[src/rtl/usb2_ts_in_sched_if.sv]
// rtl/usb2_ts_in_sched_if.sv - TS source streams and EP3 buffer port of the IN scheduler
interface usb2_ts_in_sched_if;
   logic        enable;
   logic [7:0]  s0_data;
   logic        s0_valid;
   logic        s0_sop;
   logic        s0_ready;
   logic [7:0]  s1_data;
   logic        s1_valid;
   logic        s1_sop;
   logic        s1_ready;
   logic [10:0] buf_in_addr;
   logic [7:0]  buf_in_data;
   logic        buf_in_wren;
   logic        buf_in_ready;
   logic        buf_in_commit;
   logic [10:0] buf_in_commit_len;
   logic        buf_in_commit_ack;
   logic [1:0]  err_sync;
   logic        grant;

   modport master (
      input  enable,
      input  s0_data, s0_valid, s0_sop,
      output s0_ready,
      input  s1_data, s1_valid, s1_sop,
      output s1_ready,
      output buf_in_addr, buf_in_data, buf_in_wren,
      input  buf_in_ready,
      output buf_in_commit, buf_in_commit_len,
      input  buf_in_commit_ack,
      output err_sync, grant
   );

   modport slave (
      output enable,
      output s0_data, s0_valid, s0_sop,
      input  s0_ready,
      output s1_data, s1_valid, s1_sop,
      input  s1_ready,
      input  buf_in_addr, buf_in_data, buf_in_wren,
      output buf_in_ready,
      input  buf_in_commit, buf_in_commit_len,
      output buf_in_commit_ack,
      input  err_sync, grant
   );
endinterface

[src/rtl/usb2_ts_in_sched.sv]
// rtl/usb2_ts_in_sched.sv - EP3 transport-stream IN packet scheduler
// Round-robin packet arbiter of two TS sources feeding the EP3 buffer with commit/ack.
module usb2_ts_in_sched #(
   parameter int PKT_LEN       = 188,
   parameter int MAX_LEN       = 1024,
   parameter int FLUSH_TIMEOUT = 60000
) (
   input logic                ext_clk,
   input logic                reset_n,
   usb2_ts_in_sched_if.master bus
);

   localparam int TW = $clog2(FLUSH_TIMEOUT + 1);
   localparam logic [TW-1:0] TMO_LAST = TW'(FLUSH_TIMEOUT - 1);
   localparam logic [7:0]    IDX_LAST = 8'(PKT_LEN - 1);
   localparam logic [11:0]   PKT_W    = 12'(PKT_LEN);
   localparam logic [11:0]   MAX_W    = 12'(MAX_LEN);

   typedef enum logic [1:0] {IDLE, XFER, COMMIT} state_t;

   state_t        state;
   state_t        state_nxt;
   logic [10:0]   fill;
   logic [7:0]    idx;
   logic [10:0]   pkt_base;
   logic          last;
   logic          grant_q;
   logic [TW-1:0] tmo;
   logic          wren_q;
   logic [10:0]   addr_q;
   logic [7:0]    data_q;
   logic          commit_q;
   logic [10:0]   commit_len_q;
   logic [1:0]    err_q;

   logic          qual0;
   logic          qual1;
   logic          cur_valid;
   logic          cur_sop;
   logic [7:0]    cur_data;
   logic          cur_hold;
   logic [11:0]   fill_inc;

   logic          rdy0;
   logic          rdy1;
   logic          disc0;
   logic          disc1;
   logic          do_grant;
   logic          gnt_src;
   logic          accept;
   logic          rewind;
   logic          pkt_done;
   logic          commit_done;

   assign qual0     = bus.s0_valid & bus.s0_sop;
   assign qual1     = bus.s1_valid & bus.s1_sop;
   assign cur_valid = grant_q ? bus.s1_valid : bus.s0_valid;
   assign cur_sop   = grant_q ? bus.s1_sop   : bus.s0_sop;
   assign cur_data  = grant_q ? bus.s1_data  : bus.s0_data;
   // A new sop inside a packet is refused so it can restart the packet from IDLE.
   assign cur_hold  = cur_sop & (idx != 8'd0);
   assign fill_inc  = {1'b0, fill} + 12'd1;

   always_ff @(posedge ext_clk or negedge reset_n) begin
      if (!reset_n) begin
         state <= IDLE;
      end else begin
         state <= state_nxt;
      end
   end

   always_comb begin
      state_nxt   = state;
      rdy0        = 1'b0;
      rdy1        = 1'b0;
      disc0       = 1'b0;
      disc1       = 1'b0;
      do_grant    = 1'b0;
      gnt_src     = 1'b0;
      accept      = 1'b0;
      rewind      = 1'b0;
      pkt_done    = 1'b0;
      commit_done = 1'b0;
      case (state)
         IDLE: begin
            disc0 = bus.s0_valid & ~bus.s0_sop;
            disc1 = bus.s1_valid & ~bus.s1_sop;
            rdy0  = disc0;
            rdy1  = disc1;
            if (bus.enable && bus.buf_in_ready && (qual0 || qual1)) begin
               do_grant  = 1'b1;
               gnt_src   = (qual0 && qual1) ? ~last : qual1;
               state_nxt = XFER;
            end else if (fill != 11'd0 && (tmo == TMO_LAST || !bus.enable)) begin
               state_nxt = COMMIT;
            end
         end
         XFER: begin
            if (grant_q) begin
               rdy1 = ~cur_hold;
            end else begin
               rdy0 = ~cur_hold;
            end
            if (cur_valid && cur_hold) begin
               rewind    = 1'b1;
               state_nxt = IDLE;
            end else if (cur_valid) begin
               accept = 1'b1;
               if (idx == IDX_LAST) begin
                  pkt_done  = 1'b1;
                  state_nxt = (fill_inc + PKT_W > MAX_W) ? COMMIT : IDLE;
               end
            end
         end
         COMMIT: begin
            if (commit_q && bus.buf_in_commit_ack) begin
               commit_done = 1'b1;
               state_nxt   = IDLE;
            end
         end
         default: state_nxt = IDLE;
      endcase
   end

   always_ff @(posedge ext_clk or negedge reset_n) begin
      if (!reset_n) begin
         fill         <= 11'd0;
         idx          <= 8'd0;
         pkt_base     <= 11'd0;
         last         <= 1'b1;
         grant_q      <= 1'b0;
         tmo          <= '0;
         wren_q       <= 1'b0;
         addr_q       <= 11'd0;
         data_q       <= 8'd0;
         commit_q     <= 1'b0;
         commit_len_q <= 11'd0;
         err_q        <= 2'b00;
      end else begin
         wren_q <= 1'b0;
         err_q  <= {disc1, disc0};
         if (do_grant) begin
            grant_q  <= gnt_src;
            pkt_base <= fill;
            idx      <= 8'd0;
         end
         if (accept) begin
            wren_q <= 1'b1;
            addr_q <= fill;
            data_q <= cur_data;
            fill   <= fill + 11'd1;
            idx    <= idx + 8'd1;
         end
         if (rewind) begin
            fill           <= pkt_base;
            err_q[grant_q] <= 1'b1;
         end
         if (pkt_done) begin
            last <= grant_q;
         end
         if (pkt_done || commit_done) begin
            tmo <= '0;
         end else if (state == IDLE && fill != 11'd0 && tmo != TMO_LAST) begin
            tmo <= tmo + 1'b1;
         end
         if (state == COMMIT) begin
            if (commit_done) begin
               commit_q <= 1'b0;
               fill     <= 11'd0;
            end else begin
               commit_q     <= 1'b1;
               commit_len_q <= fill;
            end
         end
      end
   end

   // Gating with reset keeps every output low while reset is held.
   assign bus.s0_ready          = reset_n & rdy0;
   assign bus.s1_ready          = reset_n & rdy1;
   assign bus.buf_in_addr       = addr_q;
   assign bus.buf_in_data       = data_q;
   assign bus.buf_in_wren       = wren_q;
   assign bus.buf_in_commit     = commit_q;
   assign bus.buf_in_commit_len = commit_len_q;
   assign bus.err_sync          = err_q;
   assign bus.grant             = grant_q;

endmodule

[src/flat_wrapper.sv]
// flat-port wrapper written by rule: the top's interface ports become plain ports
module usb2_ts_in_sched_flat 
#(
   parameter int PKT_LEN       = 188,
   parameter int MAX_LEN       = 1024,
   parameter int FLUSH_TIMEOUT = 60000
)
  (ext_clk, reset_n, bus_enable, bus_s0_data, bus_s0_valid, bus_s0_sop, bus_s0_ready, bus_s1_data, bus_s1_valid, bus_s1_sop, bus_s1_ready, bus_buf_in_addr, bus_buf_in_data, bus_buf_in_wren, bus_buf_in_ready, bus_buf_in_commit, bus_buf_in_commit_len, bus_buf_in_commit_ack, bus_err_sync, bus_grant);
  usb2_ts_in_sched_if bus_i ();
  input logic ext_clk;
  input logic reset_n;
  input wire logic [$bits(bus_i.enable)-1:0] bus_enable;
  input wire logic [$bits(bus_i.s0_data)-1:0] bus_s0_data;
  input wire logic [$bits(bus_i.s0_valid)-1:0] bus_s0_valid;
  input wire logic [$bits(bus_i.s0_sop)-1:0] bus_s0_sop;
  output wire logic [$bits(bus_i.s0_ready)-1:0] bus_s0_ready;
  input wire logic [$bits(bus_i.s1_data)-1:0] bus_s1_data;
  input wire logic [$bits(bus_i.s1_valid)-1:0] bus_s1_valid;
  input wire logic [$bits(bus_i.s1_sop)-1:0] bus_s1_sop;
  output wire logic [$bits(bus_i.s1_ready)-1:0] bus_s1_ready;
  output wire logic [$bits(bus_i.buf_in_addr)-1:0] bus_buf_in_addr;
  output wire logic [$bits(bus_i.buf_in_data)-1:0] bus_buf_in_data;
  output wire logic [$bits(bus_i.buf_in_wren)-1:0] bus_buf_in_wren;
  input wire logic [$bits(bus_i.buf_in_ready)-1:0] bus_buf_in_ready;
  output wire logic [$bits(bus_i.buf_in_commit)-1:0] bus_buf_in_commit;
  output wire logic [$bits(bus_i.buf_in_commit_len)-1:0] bus_buf_in_commit_len;
  input wire logic [$bits(bus_i.buf_in_commit_ack)-1:0] bus_buf_in_commit_ack;
  output wire logic [$bits(bus_i.err_sync)-1:0] bus_err_sync;
  output wire logic [$bits(bus_i.grant)-1:0] bus_grant;
  assign bus_i.enable = bus_enable;
  assign bus_i.s0_data = bus_s0_data;
  assign bus_i.s0_valid = bus_s0_valid;
  assign bus_i.s0_sop = bus_s0_sop;
  assign bus_s0_ready = bus_i.s0_ready;
  assign bus_i.s1_data = bus_s1_data;
  assign bus_i.s1_valid = bus_s1_valid;
  assign bus_i.s1_sop = bus_s1_sop;
  assign bus_s1_ready = bus_i.s1_ready;
  assign bus_buf_in_addr = bus_i.buf_in_addr;
  assign bus_buf_in_data = bus_i.buf_in_data;
  assign bus_buf_in_wren = bus_i.buf_in_wren;
  assign bus_i.buf_in_ready = bus_buf_in_ready;
  assign bus_buf_in_commit = bus_i.buf_in_commit;
  assign bus_buf_in_commit_len = bus_i.buf_in_commit_len;
  assign bus_i.buf_in_commit_ack = bus_buf_in_commit_ack;
  assign bus_err_sync = bus_i.err_sync;
  assign bus_grant = bus_i.grant;
  usb2_ts_in_sched #(.PKT_LEN(PKT_LEN), .MAX_LEN(MAX_LEN), .FLUSH_TIMEOUT(FLUSH_TIMEOUT)) u_core (.ext_clk(ext_clk), .reset_n(reset_n), .bus(bus_i));
endmodule
[config.mk]
export PLATFORM = sky130hd
export DESIGN_NAME = usb2_ts_in_sched_flat
export DESIGN_NICKNAME = d
export VERILOG_FILES = /design/src/rtl/usb2_ts_in_sched_if.sv /design/src/rtl/usb2_ts_in_sched.sv /design/src/flat_wrapper.sv
export SDC_FILE = /design/constraint.sdc
export NUM_CORES = 1
export LEC_CHECK = 0
export BUFFER_PORTS_ARGS = -buffer_cell sky130_fd_sc_hd__buf_4
export CORE_MARGIN = 3
export CORE_UTILIZATION = 50
export DETAILED_ROUTE_END_ITERATION = 8
export HOLD_SLACK_MARGIN = 0.06
export PLACE_DENSITY = 0.71
export SLEW_MARGIN = 20
export SYNTH_ARGS = -nofsm -noshare
export SYNTH_HDL_FRONTEND = slang
export SYNTH_SLANG_ARGS = --single-unit
[constraint.sdc]
create_clock -name ext_clk -period 4.6 [get_ports ext_clk]
set_input_delay 0.23 -clock ext_clk [delete_from_list [all_inputs] [get_ports ext_clk]]
set_output_delay 0.23 -clock ext_clk [all_outputs]
set_load 0.01 [all_outputs]
# ---- Word level (Yosys, flattened, before mapping)
# Cells that the tools add are included.
dict set report totals {
  register_bits 84
  elab_cells 109
}
dict set report classes {
  addsub 5
  order_cmp 3
  n_eq_ne 9
  mux 46
  bitwise_logic 13
  n_reduce_logical 20
}
# cell count
set ops {}
lappend ops {{two-way mux 11 bit} 4}
lappend ops {{two-way mux 16 bit} 2}
lappend ops {{two-way mux 1 bit} 25}
lappend ops {{two-way mux 8 bit} 3}
lappend ops {{adder 16 x 1 -> 16 bit, second input constant} 1}
lappend ops {{equality test 16 bit, second input constant} 1}
lappend ops {{two-way mux 2 bit} 8}
lappend ops {{inequality test 16 bit, second input constant} 1}
lappend ops {{adder 11 x 1 -> 12 bit, second input constant} 1}
lappend ops {{adder 12 x 8 -> 12 bit, second input constant} 1}
lappend ops {{greater-than comparator 12 x 11 -> 1 bit, second input constant} 1}
lappend ops {{adder 11 x 1 -> 11 bit, second input constant} 1}
lappend ops {{nonzero test 11 bit} 1}
lappend ops {{logical AND 1 bit} 9}
lappend ops {{inequality test 3 x 1 -> 1 bit, second input constant} 3}
lappend ops {{adder 8 x 1 -> 8 bit, second input constant} 1}
lappend ops {{equality test 8 bit, second input constant} 1}
lappend ops {{nonzero test 8 bit} 1}
lappend ops {{bitwise AND 1 bit} 7}
lappend ops {{one-hot mux 2 bit (3 select lines)} 1}
lappend ops {{NOT 1 bit} 5}
lappend ops {{one-hot mux 1 bit (2 select lines)} 2}
lappend ops {{AND reduction 4 bit} 1}
lappend ops {{nonzero test 2 bit} 2}
lappend ops {{11 further kinds} 13}

# ---- Depth between registers and ports, before layout
# Gate-level depths: netlist of run 1.
dict set report depth {
  ltp_word 9
  depth_mapped 8
}

# ---- Worst setup path after synthesis of run 1
# No wires, ideal clock.
dict set report synth_timing {
  path_type {register -> register}
  from {register u_core.tmo[8]}
  to {register u_core.tmo[1]}
  setup_ns 0.132
  t_arrival_ns 1.779
  t_required_ns 4.468
  setup_slack_ns 2.689
  stages_incl_launch_ff 8
  path_buffers 2
  cell_sequence {dfrtp_1 > or3_1 > or4_1 > buf_6 > nand3_4 > buf_12 > mux2i_1 > nor2_1}
}
dict set report synth_via {
  elab_chain_cells 3
}
# item line_no
set synth_rtl {}
lappend synth_rtl {{from (decl)} usb2_ts_in_sched.sv:28} ;# logic [TW-1:0] tmo;
lappend synth_rtl {{from (signal assigned)} usb2_ts_in_sched.sv:164} ;# tmo <= tmo + 1'b1;
lappend synth_rtl {{inequality test 16 bit} usb2_ts_in_sched.sv:163} ;# end else if (state == IDLE && fill != 11'd0 && tmo != TMO_LAST) begin
lappend synth_rtl {{logical AND 1 bit} usb2_ts_in_sched.sv:163}
lappend synth_rtl {{nonzero test 2 bit (no line)} n/a}
# No other way between the ends.
# A chain may end at the register's enable or synchronous reset.

# ---- Worst setup path after layout of run 1
dict set report layout_timing {
  from {register u_core.grant_q (netlist: u_core.bus.grant)}
  to {register u_core.idx[6]}
}
dict set report layout_via {
  elab_chain_cells 6
  word_cells_on_any_way 9
}
# item line_no
set layout_rtl {}
lappend layout_rtl {{from (decl)} usb2_ts_in_sched.sv:27} ;# logic grant_q;
lappend layout_rtl {{from (signal assigned)} usb2_ts_in_sched.sv:143} ;# grant_q <= gnt_src;
lappend layout_rtl {{two-way mux 1 bit} usb2_ts_in_sched.sv:58} ;# assign cur_sop = grant_q ? bus.s1_sop : bus.s0_sop;
lappend layout_rtl {{bitwise AND 1 bit} usb2_ts_in_sched.sv:61} ;# assign cur_hold = cur_sop & (idx != 8'd0);
lappend layout_rtl {{logical AND 1 bit} usb2_ts_in_sched.sv:104} ;# if (cur_valid && cur_hold) begin
lappend layout_rtl {{two-way mux 1 bit (*)} usb2_ts_in_sched.sv:104}
lappend layout_rtl {{two-way mux 1 bit (*)} usb2_ts_in_sched.sv:84} ;# case (state)
lappend layout_rtl {{two-way mux 8 bit or nonzero test 2 bit (tied branches)} n/a}
lappend layout_rtl {{to (signal assigned)} usb2_ts_in_sched.sv:152} ;# idx <= idx + 8'd1;
lappend layout_rtl {{to (decl)} usb2_ts_in_sched.sv:24} ;# logic [7:0] idx;
# Mark *: on every way between the ends. The rest lies on a longest branch, timed or not.

==> out/results.ini, run 1 <==
[synth]
synth_compound_area_frac = 0.123
synthSimpleGateAreaFrac = 0.250
yosys.area_share.adder = 0.0149
avgSynthCellArea_sq_um = 9.19
synth_commonest_cells = nand2_1 (101), dfrtp_1 (83), o21ai_0 (39)
synth_area_leader_cell = dfrtp_1
ys_ff_latch = 84
synth.cell_area_sq_um = 4190
ys_async_sr_fraction = 1.00
synth_xor_area_frac = 0.0272
synth_nets = 486
yosysMostFrequentCell = nand2_1
synth_mux_area_frac = 0.0439
synth_edf_count = 0
netlist_instances = 456
yosys-top-cells-area = dfrtp_1 (50%), nand2_1 (9.1%), o21ai_0 (4.7%), mux2i_1 (3.6%), nor2_1 (2.7%)
ys_warn_count = 0
netlist-cell-type-count = 55
synth_ff_type = dfrtp_1
yosysTopAreaCellShare = 0.496
yosysSeqAreaShare = 0.502
synth_top_family_by_area = simple AND/OR/NAND/NOR gates

[sta]
min_period_ns = 2.88
tightest_slew_ns = 0.751
tns_ns = 0
rsz0062_at_grt = no
setup_viol_count_final = 0
fin_skew_ns = 0.00698
hold_violations = 0
fmax_ghz = 0.347
relSlewSlack = 0.496
slew_violations = 0
post-route-period-util = 0.626

[floorplanning]
chipHeight_um = 97.5
die-area_sq_um = 9510
die_x_um = 97.5
ios = 62
rows = 32
initial_core_util = 0.528
fp.coreArea_sq_um = 7930

[final_layout]
num_antenna_cells = 0
area_delta_synth_final_pct = 18.0
nNetsFinal = 539
final_util = 0.624
drive_gt1_frac = 0.197
num-fill-cells = 682

[setup_path]
critPathKind = flop to flop
rrSetupSlack_ns = 1.72
reg2reg_from = u_core.bus.grant
end_kind = flop
r2r_cells = 6
critPathRequiredTime_ns = 4.87
worstPathArrival_ns = 3.15
crit_fanout = 25
reg2reg_to = u_core.idx[6]
critPathLaunchType = flop

[clock_network]
clockBufferDepth = 2
cts-buffers-inserted = 9
clk_pin_slew_ns = 0.08
cts_tree = done
clock-sinks = 84
cts_root_buf = clkbuf_8
insertion_delay_ns = 0.35
cts_resized = 0
ctsHtreeMaxLevel = 3

[routing]
drc = 0
detail_route.iter0.violations = 194
routed_wl_mm = 9.73
viasPerCell = 5.69
vias = 3502
ant_nets = 0
firstDrtPassIters = 4
post_drt_wl_per_cell_um = 15.8

[placed_design]
port_buffers = 61
place.gp.congestion = 0.890
hpwl_mm = 6.90

[pwr]
leakage_nw = 2.28
vdd_ir_drop_max_v = 0.000354
p_per_area_nw_per_um2 = 591

[global_route]
antenna_found_initial = 0
grt_pass1_wl_mm = 16.5
gr-usage-all-layers = 0.210
grt-ovfl-total = 0
grt_max_degree = 48
first_global_vias = 3425

[hold_path]
hp-start = bus_s1_valid
hold_path_end = u_core.bus.grant
min_path_type = input port to flop
hold_depth = 3

[job]
drv_cap = 0

[run_status]
status = finished, final reports clean

[routing by layer]
layer	up-vias	global-route usage	wire length [um]
met5	-	0	0
met4	0	0.0799	182
met3	15	0.0395	486
met2	87	0.344	4730
met1	1706	0.277	4330
li1	1694	-	-
[worst max-delay path: stages, from the launching register on]
cell and delay [ns]:
dfrtp_1 0.78, mux2i_1 0.24, nor2_1 0.61, nand2_1 0.41, buf_4 0.33, or3_1 0.35, o21ai_0 0.07
[kinds of logic after synthesis]
logic type               count (synthesis)
adder cells (fa/ha/maj)                  5
flip-flops                              84
XOR/XNOR                                13
multiplexers                            18
AND/OR/NAND/NOR                        211
buffers and inverters                   36
AO/OA/AOI/OAI                           89
[worst max path at each step]
stage / startpoint / end / slack, ns / depth (start not counted)
finish: u_core.bus.grant / u_core.idx[6] / 1.72 / 6
detailed placement: u_core.bus.grant / u_core.idx[5] / 1.72 / 5
global route: u_core.bus.grant / u_core.idx[3] / 1.41 / 6
global placement: u_core.bus.grant / u_core.idx[6] / 1.89 / 6
CTS: u_core.bus.grant / u_core.idx[3] / 1.70 / 6
floorplan: u_core.tmo[8] / u_core.tmo[1] / 2.69 / 7
[area by class of cell]
class,count,area [sq um],area share
flip-flops and latches,84,2100,0.425
multi-input cells,336,1930,0.391
repair buffers,66,498,0.101
clock buffers,10,138,0.0278
well taps,102,128,0.0258
clock inverters,5,100,0.0202
inverters,12,45.0,0.00911
[cells in the final DEF (no fill, tap or decap), types with 2 or more instances in the layout]
cell type / instances
a31oi_1: 7
nor2_1: 30
ha_1: 5
o31ai_1: 3
and4_1: 3
and2_1: 2
or4_1: 3
nand4_1: 11
nand2_1: 101
nor3_1: 9
bufinv_16: 3
and3_1: 4
nor4_1: 2
xnor2_1: 6
o21ai_0: 39
mux2i_1: 15
nor4_2: 3
or3_1: 6
nand3_4: 2
dfrtp_1: 83
a21oi_1: 18
o21ai_1: 4
buf_4: 65
inv_1: 12
o22ai_1: 2
xor2_1: 7
nand4b_1: 2
o41ai_1: 2
or2_2: 3
clkinv_2: 2
nand3_1: 17
clkbuf_8: 10
nor3b_1: 5
mux2_2: 3
nor3_2: 3
a211oi_1: 2
[sequential cells by signal (all words and copies together) (netlist names)]
register                      flops
u_core.bus.buf_in_addr           11
u_core.fill                      11
u_core.bus.grant                  1
u_core.state                      2
u_core.pkt_base                  11
u_core.idx                        8
u_core.last                       1
u_core.bus.err_sync               2
u_core.tmo                       16
u_core.bus.buf_in_commit_len     11
u_core.bus.buf_in_wren            1
u_core.bus.buf_in_commit          1
u_core.bus.buf_in_data            8
[power breakdown]
| part | total, mW | internal [mW] | switching [mW] |
|---|---|---|---|
| Sequential | 1.21 | 0.959 | 0.251 |
| Combinational | 1.08 | 0.452 | 0.631 |
| Clock | 0.626 | 0.371 | 0.255 |
[what timing repair did]
action,CTS,global route
setup buffers,0,0
hold buffers,1,0
hold endpoints to repair,36,0
[metrics by stage]
step           area (sq um)  total power, mW  hold slack (ns)  worst slack (ns)  instances
4_1_cts                4940             2.93            0.152              1.70        615
3_5_place_dp           4690             2.30            0.229              1.72        599
5_1_grt                4940             3.12            0.180              1.41        615
6_report               4940             2.92            0.158              1.72        615
3_3_place_gp           4690             2.27            0.225              1.89        599
2_1_floorplan          4190             1.96          -0.0656              2.69        456
Note: power is estimated with default switching activity, not from simulation.
==> run 2, diff against run 1 <==
- ABC_AREA: not set -> 1
- PLACE_DENSITY: 0.71 -> 0.74
- clock period: 4.6 -> 2.5 ns (I/O delays scaled with it)
==> out/results.ini, run 2 <==
[run_status]
status = finished, final reports clean

[setup_path]
critPathRequiredTime_ns = 2.79  ; -2.08 ns
critPathLaunchType = flop
crit_fanout = 21  ; -16%
slowest_delay_ns = 0.43  ; -0.35 ns
critPathSlowestCell = dfrtp_1
critPathKind = flop to flop
crit_path_cell_trace = ha_1, nand2_1, inv_1, nand2_1, nor2_1, nand2_1, nand2_1, nor2_4, inv_4, nand3_2, buf_4, nand2_1, o21ai_2
reg2reg_to = u_core.tmo[8]
r2r_cells = 13  ; +7
end_kind = flop
crit_top_cell = nand2_1
worstPathArrival_ns = 2.29  ; -0.86 ns
reg2reg_from = u_core.tmo[0]
rrSetupSlack_ns = 0.50  ; -1.22 ns

[global_route]
gr-usage-all-layers = 0.219  ; +0.00894
grt_max_degree = 45  ; -6.3%
first_global_vias = 3875  ; +13%
grt_pass1_wl_mm = 17.9  ; +8.8%
grt-ovfl-total = 0  ; unchanged
antenna_found_initial = 0  ; unchanged

[sta]
tightest_slew_ns = 0.585  ; -0.166 ns
rsz0062_at_grt = no
min_period_ns = 2.00  ; -0.875 ns
tns_ns = 0  ; unchanged
hold_violations = 0  ; unchanged
fin_skew_ns = 0.00326  ; -0.00372 ns
post-route-period-util = 0.801  ; +0.175
fmax_ghz = 0.499  ; +44%
slew_violations = 0  ; unchanged
relSlewSlack = 0.609  ; +0.113
setup_viol_count_final = 0  ; unchanged

[pwr]
clkPwrFrac = 0.172  ; -0.043
p_sw_mw = 2.47  ; +120%
combPwrFrac = 0.428  ; +0.057
p_per_area_nw_per_um2 = 1100  ; +86%
leakage_nw = 2.63  ; +15%
switching_share = 0.427  ; +0.0371
intPower_mw = 3.33  ; +87%
vdd_ir_drop_max_v = 0.000553  ; +56%
p_seq_frac = 0.400  ; -0.015

[synth]
synth_commonest_cells = nand2_1 (165), dfrtp_1 (83), nor2_1 (69)
synthSimpleGateAreaFrac = 0.281  ; +0.0309
synth_compound_area_frac = 0.119  ; -0.00406
synth_area_leader_cell = dfrtp_1
synth_nets = 605  ; +24%
yosys-top-cells-area = dfrtp_1 (46%), nand2_1 (14%), nor2_1 (5.8%), o21ai_0 (5.3%), inv_1 (4.2%)
synth_mux_area_frac = 0  ; -0.0439
yosysMostFrequentCell = nand2_1
ys_warn_count = 0  ; unchanged
avgSynthCellArea_sq_um = 7.81  ; -15%
ys_ff_latch = 84  ; unchanged
synth_ff_type = dfrtp_1
yosysTopAreaCellShare = 0.463  ; -0.0333
yosys.area_share.adder = 0.0139  ; -0.00100
netlist-cell-type-count = 34  ; -38%
synth_edf_count = 0  ; unchanged
yosysSeqAreaShare = 0.468  ; -0.0337
synth_xor_area_frac = 0.0429  ; +0.0157
netlist_instances = 575  ; +26%
synth.cell_area_sq_um = 4490  ; +7.2%
ys_async_sr_fraction = 1.00  ; unchanged
synth_top_family_by_area = simple AND/OR/NAND/NOR gates

[floorplanning]
die-area_sq_um = 10200  ; +6.8%
initial_core_util = 0.531  ; +0.00212
chipHeight_um = 101  ; +3.3%
die_x_um = 101  ; +3.3%
ios = 62  ; unchanged
fp.coreArea_sq_um = 8460  ; +6.8%
rows = 33  ; +3.1%

[placed_design]
port_buffers = 61  ; unchanged
hpwl_mm = 7.54  ; +9.3%
placed_cells = 730  ; +22%
place.gp.congestion = 0.966  ; +8.5%

[routing]
met2WireLength_mm = 5.12  ; +8.3%
ant_nets = 0  ; unchanged
firstDrtPassIters = 5  ; +1
drc = 0  ; unchanged
top_layer = met4
detail_route.iter0.violations = 297  ; +53%
route.met3.wl_um = 403  ; -17%
vias = 3959  ; +13%
post_drt_wl_per_cell_um = 14.1  ; -11%
viasPerCell = 5.28  ; -7.3%
met1Wirelength_mm = 4.89  ; +13%
routed_wl_mm = 10.6  ; +8.5%

[hold_path]
hold_path_end = u_core.bus.buf_in_data[5]
min_path_type = input port to flop
hold_depth = 3  ; unchanged
hp-start = bus_s1_data[5]

[final_layout]
largest_register_ffs = 16  ; unchanged
drive_gt1_frac = 0.184  ; -0.0124
layoutNonFillerInstCount = 750  ; +22%
layout_common_cells = nand2_1 (165), dfrtp_1 (83), buf_4 (71)
regMostFlops = u_core.tmo
layout.cells.most_common = nand2_1
nNetsFinal = 670  ; +24%
area_delta_synth_final_pct = 17.5
num_antenna_cells = 0  ; unchanged

[clock_network]
clk_pin_slew_ns = 0.09  ; about the same
cts_tree = done
cts_root_buf = clkbuf_8
clock-sinks = 84  ; unchanged
ctsHtreeMaxLevel = 3  ; unchanged
insertion_delay_ns = 0.35  ; about the same
cts-buffers-inserted = 9  ; unchanged
clockBufferDepth = 2  ; unchanged
cts_setup_buffers = 0  ; unchanged

[job]
drv_cap = 0  ; unchanged

run 2: changes by cell type in the layout (fill, tap and decap cells not counted), sizes merged, moves of 8 or more:
cell and change:
nand2 +66, inv +45, nor2 +42, o21ai +19, mux2i -15, nand3 +13
xor2 +13, a31oi -8
run 2: timing repair:
action | CTS | global route
resized for setup | 0 | 0
hold endpoints to repair | 86 | 0
hold buffers | 4 | 0
endpoints found under the setup margin | 0 | 0
run 2: layout make-up:
class	count	area [sq um]
clock buffer	10	138
clock inverter	6	63.8
fill	716	3190
inverter	58	220
multi-input combinational	412	2050
sequential	84	2100
tap	105	131
timing repair buffer	75	573
run 2: per-layer routing:
| metal | vias to the layer above | track usage |
|---|---|---|
| met2 | 85 | 0.358 |
| li1 | 1969 | - |
| met1 | 1893 | 0.302 |
| met5 | - | 0 |
| met4 | 0 | 0.0539 |
| met3 | 12 | 0.0401 |
run 2: worst max path at each step:
stage	from	to	cells after the start
after detailed placement	u_core.tmo[0]	u_core.tmo[8]	13
after global routing	u_core.tmo[0]	u_core.tmo[12]	13
final	u_core.tmo[0]	u_core.tmo[8]	13
after global placement	u_core.tmo[0]	u_core.tmo[4]	13
after CTS	u_core.tmo[0]	u_core.tmo[8]	13
after floorplan	u_core.tmo[0]	u_core.tmo[14]	12
run 2: metrics by stage:
| stage | setup slack, ns | area (sq um) | power, mW | hold slack, ns | util |
|---|---|---|---|---|---|
| finish | 0.497 | 5280 | 5.80 | 0.0755 | 0.624 |
| global route | 0.337 | 5280 | 6.29 | 0.0745 | 0.624 |
| CTS | 0.516 | 5280 | 5.84 | 0.0670 | 0.624 |
| detailed placement | 0.533 | 5040 | 4.83 | 0.251 | 0.595 |
| global placement | 0.631 | 5040 | 4.75 | 0.257 | 0.595 |
| floorplan | 0.869 | 4490 | 4.01 | -0.171 | - |
run 2: cell families (layout without fill, tap and decap cells):
logic type	count (synthesis)	after routing
AND/OR/NAND/NOR	296	296
adder cells (fa/ha/maj)	5	5
AO/OA/AOI/OAI	89	89
flip-flops	84	84
buffers and inverters	79	149
XOR/XNOR	22	22
run 2: power groups by stage:
| stage | clock network (mW) | registers (mW) | logic (mW) |
|---|---|---|---|
| 2_1_floorplan | 0 | 2.34 | 1.67 |
| 5_1_grt | 1.07 | 2.40 | 2.82 |
| 3_5_place_dp | 0 | 2.33 | 2.49 |
| 3_3_place_gp | 0 | 2.32 | 2.43 |
| 4_1_cts | 1.01 | 2.31 | 2.51 |
| 6_report | 0.998 | 2.32 | 2.49 |
run 2: critical path, delay by kind of cell (launching register included):
| kind | cells | cell delay (ns) |
|---|---|---|
| fa+ha+maj | 1 | 0.25 |
| buf+inv | 3 | 0.42 |
| simple gates | 8 | 0.77 |
| flops | 1 | 0.43 |
| compound gates | 1 | 0.07 |
==> run 3, diff against run 2 <==
- ABC_AREA: 1 -> 0
- clock period: 2.5 -> 1.8 ns (I/O delays scaled with it)
==> out/results.ini, run 3 (same netlist as run 1, synthesis figures left out) <==
[run_status]
status = complete, but fails checks
violations = setup timing

[sta]
setup_ws_ns = -0.0680  ; -0.565 ns
fmax_ghz = 0.535  ; +7.2%
slew_violations = 0  ; unchanged
fin_skew_ns = 0.00844  ; +0.00518 ns
post-route-period-util = 1.04  ; +0.237
tightest_slew_ns = 0.463  ; -0.122 ns
tns_ns = -0.536  ; -0.536 ns
hold_violations = 0  ; unchanged
relSlewSlack = 0.689  ; +0.0794
min_period_ns = 1.87  ; -0.135 ns
setup_viol_count_final = 19  ; +19
rsz0062_at_grt = yes

[final_layout]
num_antenna_cells = 0  ; unchanged
area_delta_synth_final_pct = 37.7
final_cell_area_sq_um = 5770  ; +9.3%
largest_register_ffs = 16  ; unchanged
final_util = 0.728  ; +0.104
layout_common_cells = buf_4 (121), nand2_1 (98), dfrtp_1 (82)
drive_gt1_frac = 0.327  ; +0.142
layoutNonFillerInstCount = 696  ; -7.2%
nNetsFinal = 619  ; -7.6%
regMostFlops = u_core.tmo
layout.cells.most_common = buf_4

[placed_design]
place.gp.congestion = 0.929  ; -3.8%
place_area_sq_um = 5150  ; +2.3%
placed_cells = 655  ; -10%
place_ws_ns = -0.0625  ; -0.596 ns
port_buffers = 61  ; unchanged
hpwl_mm = 7.58  ; +0.57%

[pwr]
vdd_ir_drop_max_v = 0.000822  ; +49%
leakage_nw = 2.70  ; +2.5%
p_per_area_nw_per_um2 = 1480  ; +35%

[floorplanning]
ios = 62  ; unchanged
die_x_um = 97.5  ; -3.2%
fp.coreArea_sq_um = 7930  ; -6.3%
chipHeight_um = 97.5  ; -3.2%
die-area_sq_um = 9510  ; -6.3%
rows = 32  ; -3.0%
initial_core_util = 0.528  ; -0.00212

[setup_path]
critPathSlowestCell = or4_4
critPathKind = flop to flop
crit_path_cell_trace = ha_2, nand4_1, or4_4, buf_6, nand3_4, mux2i_1, nor2_1
slowest_delay_ns = 0.58  ; +0.15 ns
end_kind = flop
critPathRequiredTime_ns = 2.05  ; -0.74 ns
path_delay_family = simple AND/OR/NAND/NOR gates
worstPathArrival_ns = 2.12  ; -0.17 ns
crit_fanout = 6  ; -71%
critPathLaunchType = flop
critPathBufInv = 1  ; -2

[hold_path]
min_path_type = input port to flop

[routing]
vias = 3866  ; -2.3%
detail_route.iter0.violations = 188  ; -37%
post_drt_wl_per_cell_um = 15.9  ; +13%
drc = 0  ; unchanged
firstDrtPassIters = 4  ; -1
viasPerCell = 5.55  ; +5.2%
routed_wl_mm = 11.1  ; +5.1%
ant_nets = 0  ; unchanged

[clock_network]
clockBufferDepth = 2  ; unchanged
cts_tree = done
clk_pin_slew_ns = 0.09  ; about the same
ctsHtreeMaxLevel = 3  ; unchanged
cts_root_buf = clkbuf_8
insertion_delay_ns = 0.36  ; about the same
clock-sinks = 84  ; unchanged
cts-buffers-inserted = 9  ; unchanged

[global_route]
grt_pass1_wl_mm = 18.4  ; +2.4%
first_global_vias = 3803  ; -1.9%
grt-ovfl-total = 0  ; unchanged
gr-usage-all-layers = 0.236  ; +0.0169
antenna_found_initial = 0  ; unchanged
grt_max_degree = 85  ; +89%

[job]
drv_cap = 0  ; unchanged

-- run 3: changes by cell type in the layout (fill, tap and decap cells not counted), moves of 13 or more --
cell / delta
inv_1: -39
mux2i_1: +13
nor2_1: -42
buf_4: +50
xor2_1: -13
nand3_1: -13
o21ai_0: -15
nand2_1: -67
-- run 3: final cells by class --
class | count | area [sq um]
Fill cell | 579 | 2160
Inverter | 12 | 45.0
Multi-Input combinational cell | 337 | 2110
Clock buffer | 10 | 138
Tap cell | 102 | 128
Sequential cell | 84 | 2100
Clock inverter | 6 | 71.3
Timing Repair Buffer | 145 | 1170
-- run 3: path summary, 6_finish.rpt --
kind / cells after the start / end / slack (ns) / start
max in group asynchronous: 3 / u_core.fill[2] / 1.13 / reset_n
max: 7 / u_core.tmo[1] / -0.07 / u_core.tmo[1]
min: 3 / u_core.bus.buf_in_data[0] / 0.07 / bus_s1_data[0]
min in group asynchronous: 3 / u_core.bus.buf_in_data[3] / 0.31 / reset_n
min reg2reg: 2 / u_core.pkt_base[4] / 0.48 / u_core.pkt_base[4]
max reg2reg: 7 / u_core.tmo[1] / -0.07 / u_core.tmo[1]
-- run 3: routing by layer --
layer | part of all wire | wire, um | vias to the layer above | track usage
li1 | - | - | 1859 | -
met1 | 0.42 | 4710 | 1872 | 0.316
met2 | 0.50 | 5570 | 116 | 0.394
met3 | 0.053 | 584 | 19 | 0.0294
met4 | 0.021 | 231 | 0 | 0.0852
met5 | 0 | 0 | - | 0
-- run 3: stage by stage --
stage,power [mW],hold WS (ns)
6_report,8.55,0.0671
5_1_grt,9.08,0.0773
4_1_cts,8.35,0.0627
3_5_place_dp,6.65,0.178
3_3_place_gp,6.53,0.174
2_1_floorplan,5.08,-0.206
-- run 3: power breakdown --
| group | internal [mW] | switching (mW) |
|---|---|---|
| sequential | 2.46 | 0.394 |
| combinational | 2.01 | 2.27 |
| clock | 0.691 | 0.722 |
| total | 5.16 | 3.39 |
-- run 3: repair_timing --
item	4_1_cts	5_1_grt
setup buffers	6	1
endpoints found under the hold margin	93	0
hold buffers	16	0
endpoints found under the setup margin	20	58
pin swaps	9	21
cloned	2	0
resized for setup	12	30
-- run 3: tightest hold or removal path, cell delays in order --
cell and delay (ns):
buf_4 0.08, mux2i_1 0.07, o21ai_0 0.15
